--- config.mk ---
export PLATFORM = sky130hd
export DESIGN_NAME = branch_hazard_ctrl
export DESIGN_NICKNAME = d
export VERILOG_FILES = /design/src/rtl/branch_hazard_ctrl.sv
export SDC_FILE = /design/constraint.sdc
export NUM_CORES = 1
export LEC_CHECK = 0
export CAP_MARGIN = 20
export CORE_MARGIN = 8
export CORE_UTILIZATION = 43
export CTS_CLUSTER_DIAMETER = 80
export CTS_CLUSTER_SIZE = 40
export DETAILED_ROUTE_END_ITERATION = 8
export PLACE_DENSITY = 0.79
export SETUP_SLACK_MARGIN = 0.05
export SLEW_MARGIN = 20
export SYNTH_ARGS = -nofsm -noshare
export SYNTH_HDL_FRONTEND = slang
export SYNTH_SLANG_ARGS = --single-unit
export TNS_END_PERCENT = 30
--- constraint.sdc ---
create_clock -name clk -period 6.83 [get_ports clk]
set_clock_uncertainty 0.05 [all_clocks]
set_input_delay 1.366 -clock clk [delete_from_list [all_inputs] [get_ports clk]]
set_output_delay 1.366 -clock clk [all_outputs]
set_load 0.05 [all_outputs]
--- src/rtl/branch_hazard_ctrl.sv ---
// rtl/branch_hazard_ctrl.sv - branch/jump hazard controller: stalls ID-resolved branches behind EX/MEM producers
module branch_hazard_ctrl #(
  parameter int REG_W = 5
) (
  input  logic             clk,
  input  logic             rst_n,
  input  logic             id_branch,
  input  logic [1:0]       de_control,
  input  logic             cmp,
  input  logic             id_jump,
  input  logic [REG_W-1:0] id_rs,
  input  logic [REG_W-1:0] id_rt,
  input  logic             ex_reg_write,
  input  logic             ex_mem_read,
  input  logic [REG_W-1:0] ex_rd,
  input  logic             mem_mem_read,
  input  logic [REG_W-1:0] mem_rd,
  input  logic             ext_stall,
  output logic             stall,
  output logic             bubble,
  output logic             pc_sel,
  output logic             jump_sel,
  output logic             flush_ifid,
  output logic [15:0]      stall_cnt
);

  typedef enum logic [1:0] {RUN, STALL, RESOLVE} state_t;

  state_t      state_q, state_d;
  logic [1:0]  cnt_q, cnt_d;
  logic [15:0] stall_cnt_q;

  logic       branch, taken, ex_match, mem_match;
  logic [1:0] h;
  logic       stall_c, pc_c, jump_c, flush_c;

  assign branch    = id_branch & de_control[1];
  assign taken     = de_control[0] ~^ cmp;
  assign ex_match  = (ex_rd != '0) && ((ex_rd == id_rs) || (ex_rd == id_rt));
  assign mem_match = (mem_rd != '0) && ((mem_rd == id_rs) || (mem_rd == id_rt));

  // A load in EX needs two bubbles; an ALU result in EX or a load in MEM needs one.
  always_comb begin
    h = 2'd0;
    if (branch) begin
      if (ex_mem_read && ex_match)
        h = 2'd2;
      else if ((ex_reg_write && !ex_mem_read && ex_match) || (mem_mem_read && mem_match))
        h = 2'd1;
    end
  end

  always_comb begin
    state_d = state_q;
    cnt_d   = cnt_q;
    stall_c = 1'b0;
    pc_c    = 1'b0;
    jump_c  = 1'b0;
    flush_c = 1'b0;
    case (state_q)
      RUN: begin
        if (id_jump) begin
          jump_c  = 1'b1;
          flush_c = 1'b1;
        end else if (branch) begin
          if (h == 2'd0) begin
            pc_c    = taken;
            flush_c = taken;
          end else begin
            stall_c = 1'b1;
            if (h == 2'd2) begin
              state_d = STALL;
              cnt_d   = 2'd1;
            end else begin
              state_d = RESOLVE;
            end
          end
        end
      end
      STALL: begin
        stall_c = 1'b1;
        if (cnt_q <= 2'd1) begin
          cnt_d   = 2'd0;
          state_d = RESOLVE;
        end else begin
          cnt_d = cnt_q - 2'd1;
        end
      end
      RESOLVE: begin
        pc_c    = de_control[1] & taken;
        flush_c = de_control[1] & taken;
        state_d = RUN;
      end
      default: state_d = RUN;
    endcase
  end

  // Outputs are gated by rst_n so they drop the instant reset asserts, not at the next edge.
  assign stall      = rst_n & stall_c;
  assign bubble     = rst_n & stall_c;
  assign pc_sel     = rst_n & ~ext_stall & pc_c;
  assign jump_sel   = rst_n & ~ext_stall & jump_c;
  assign flush_ifid = rst_n & ~ext_stall & flush_c;
  assign stall_cnt  = stall_cnt_q;

  always_ff @(posedge clk or negedge rst_n) begin
    if (!rst_n) begin
      state_q     <= RUN;
      cnt_q       <= 2'd0;
      stall_cnt_q <= 16'd0;
    end else if (!ext_stall) begin
      state_q <= state_d;
      cnt_q   <= cnt_d;
      if (stall_c && (stall_cnt_q != 16'hFFFF))
        stall_cnt_q <= stall_cnt_q + 16'd1;
    end
  end

endmodule

==> results.ini <==
[outcome]
status = finished clean

[pwr]
leakage_nw = 0.7643
peakVddDrop_mv = 0.08861
p_per_area_mw_per_mm2 = 180.9

[placement]
io_buffers = 51
hpwl_microns = 3025
place_congestion = 0.8532
pre_cts_slack_ns = 1.339

[cts]
clock_latency_ns = 0.32
clk_path_buf_depth = 2
cts_tree = yes
post-cts-setup-buffer-count = 0
cts_hold_buffers = 0
clock_sinks = 20
cts_buffers = 3
cts.root.buffer_cell = clkbuf_4
clk_pin_slew_worst_paths_ns = 0.13
cts_resized = 0
htreeDepth = 1

[synthesis]
ys_top_cells_by_count = 27 x xor2_1, 20 x dfrtp_1, 14 x nor2_1, 10 x nor3_1
ys_warn_count = 0
synth_area_per_cell_sq_um = 9.290
synthMostInstantiatedCell = xor2_1
seq_area_frac_synth_pct = 36.90
async_flop_share_pct = 100.0
yosys.area.top_type = dfrtp_1
netlist_instances = 146
ys_top_cells_by_area = dfrtp_1 37%, xor2_1 17%, nor2_1 3.9%, nor3_1 3.7%, o31ai_1 2.8%
syn_nets = 178
synth_edf_count = 0
syn_area_sq_mm = 0.001356
synth_cell_types = 43
synth_top_area_share_pct = 36.90
synth-seq-cells = 20
ys.flop_type = dfrtp_1

[global_route]
grt_usage_pct = 14.36
grt_max_degree = 17
antenna_found_initial = 0
grt_pass1_wl_microns = 6154
grt-ovfl-total = 0
grt_pass1_vias = 1402

[worst_setup_path]
rr_endpoint = stall_cnt[1]
cpPeakStageDelay_ns = 0.86
worstRegToRegCells = 7
worstSetupPathDepth = 8
worstPathArrival_ns = 4.07
crit_fanout = 3
cp-start-kind = input pin
cp.required_ns = 5.41
cpMostUsedCell = clkdlybuf4s50_1
end_kind = primary output
cpLargestDelayFamily = buffers and inverters
cp_slowest_cell = clkdlybuf4s50_1
path_cells = clkdlybuf4s50_1, or4_1, nor2_1, o32ai_2, inv_1, a22oi_1, nor4_1, clkdlybuf4s50_1
regToRegStartpoint = stall_cnt[0]
worst-setup-path-type = input pin to primary output
r2r_slack_ns = 3.93
crit_buf_inv = 3

[cells_and_area]
regArea_sq_um = 500.5
multi_input_area_sq_um = 825.8
area_growth_pct = 44.46
fill_cells = 244
drive_gt1_share_pct = 6.533
diodes = 0
postLayoutCoreUtil_pct = 64.71
fin_nets = 232

[sta]
finalHoldViolations = 0
drv_slew = 0
tns_ns = 0
period_share_pct = 80.36
fin_ws_ns = 1.341
slew_headroom_pct = 48.96
fmax_mhz = 182.2
rsz0062_at_grt = no
tightestPinTransition_ns = 0.7631
setup_viol = 0
min_period_ns = 5.489

[detailed_routing]
drt_pass1_iterations = 6
wl_per_cell_microns = 15.21
antenna_left = 0
routed_wl_microns = 3695
vias_per_cell = 5.346
vias = 1299
drc = 0
drt-initial-drc-count = 91

[floorplan]
rows = 20
coreArea_sq_mm = 0.003028
die_x_microns = 72.16
ios = 52
start_util_pct = 44.79
die_area_sq_mm = 0.005207
die_h_microns = 72.16

[hold_path]
hold_class = flip-flop to flip-flop
min_to = stall_cnt[6]
min_path_cells = 1
hp-start = stall_cnt[6]

[job]
maxCapViolations = 0

-- sequential cells by signal, indices dropped and copies added (netlist names) --
register / flops
stall_cnt: 16
state_q: 2
cnt_q: 2
-- cell type report --
class,count,area share [%]
multi-input combinational,121,42.15
timing repair buffer,52,26.44
sequential,20,25.54
tap,44,2.810
clock inverter,1,1.533
clock buffer,3,1.149
inverter,2,0.3831
-- how the worst max path moves through the flow --
stage / start / to / slack (ns)
finish: ex_rd[1] / pc_sel / 1.34
floorplan: ex_rd[1] / pc_sel / 1.54
global route: ex_rd[1] / pc_sel / 1.20
detailed placement: ex_rd[1] / pc_sel / 1.34
global placement: ex_rd[2] / pc_sel / 1.37
CTS: ex_rd[1] / pc_sel / 1.33
-- cell usage in the layout (no fill, tap or decap), types with 2 or more instances in the layout --
cell type,count
a22oi_1,2
a31oi_1,2
and3_1,2
clkbuf_4,3
clkdlybuf4s50_1,51
dfrtp_1,20
inv_1,2
nand2_1,6
nand2b_1,3
nand3_1,6
nand4_1,3
nor2_1,14
nor2b_1,3
nor3_1,10
nor3b_1,2
o21ai_0,5
o21ai_1,5
o31ai_1,5
or4_1,2
xnor2_1,3
xor2_1,27
-- cell families after synthesis --
logic type               Yosys count  share of synthesized area (%)
multiplexers                       1                         0.8302
flip-flops                        20                          36.90
AO/OA/AOI/OAI                     31                          16.79
buffers and inverters              5                          2.214
XOR/XNOR                          30                          19.37
AND/OR/NAND/NOR                   58                          22.97
adder cells (fa/ha/maj)            1                         0.9224
-- power breakdown --
part / internal, mW / leakage [nW] / total (mW) / switching, mW
Sequential: 0.128 / 0.250 / 0.139 / 0.0114
Clock: 0.0594 / 0.0279 / 0.0988 / 0.0395
Combinational: 0.0494 / 0.487 / 0.116 / 0.0669
Total: 0.237 / 0.764 / 0.354 / 0.118
-- worst reg2reg max path: cells and delay by family, from the launching register on --
kind                     cells  cell delay, ns
AO/OA/AOI/OAI                2            0.91
flip-flops                   1            0.43
AND/OR/NAND/NOR              3            0.79
multiplexers                 1            0.41
adder cells (fa/ha/maj)      1            0.21
-- per-layer routing --
layer | global-route usage, % | vias up | share of wire (%)
met5 | 0 | - | 0
met4 | 5.669 | 0 | 1.9
met3 | 2.755 | 7 | 5.0
met2 | 26.48 | 44 | 51
met1 | 15.57 | 614 | 42
li1 | - | 634 | -
-- per-stage QoR --
| step | power [mW] | cells | area, sq um | hold WS (ns) |
|---|---|---|---|---|
| floorplan | 0.2049 | 146 | 1356 | 0.4208 |
| global placement | 0.2549 | 239 | 1907 | 0.4378 |
| detailed placement | 0.2589 | 239 | 1907 | 0.4394 |
| CTS | 0.3567 | 243 | 1959 | 0.4661 |
| global route | 0.3699 | 243 | 1959 | 0.4962 |
| finish | 0.3545 | 243 | 1959 | 0.4637 |
(Power assumes the default switching activity.)
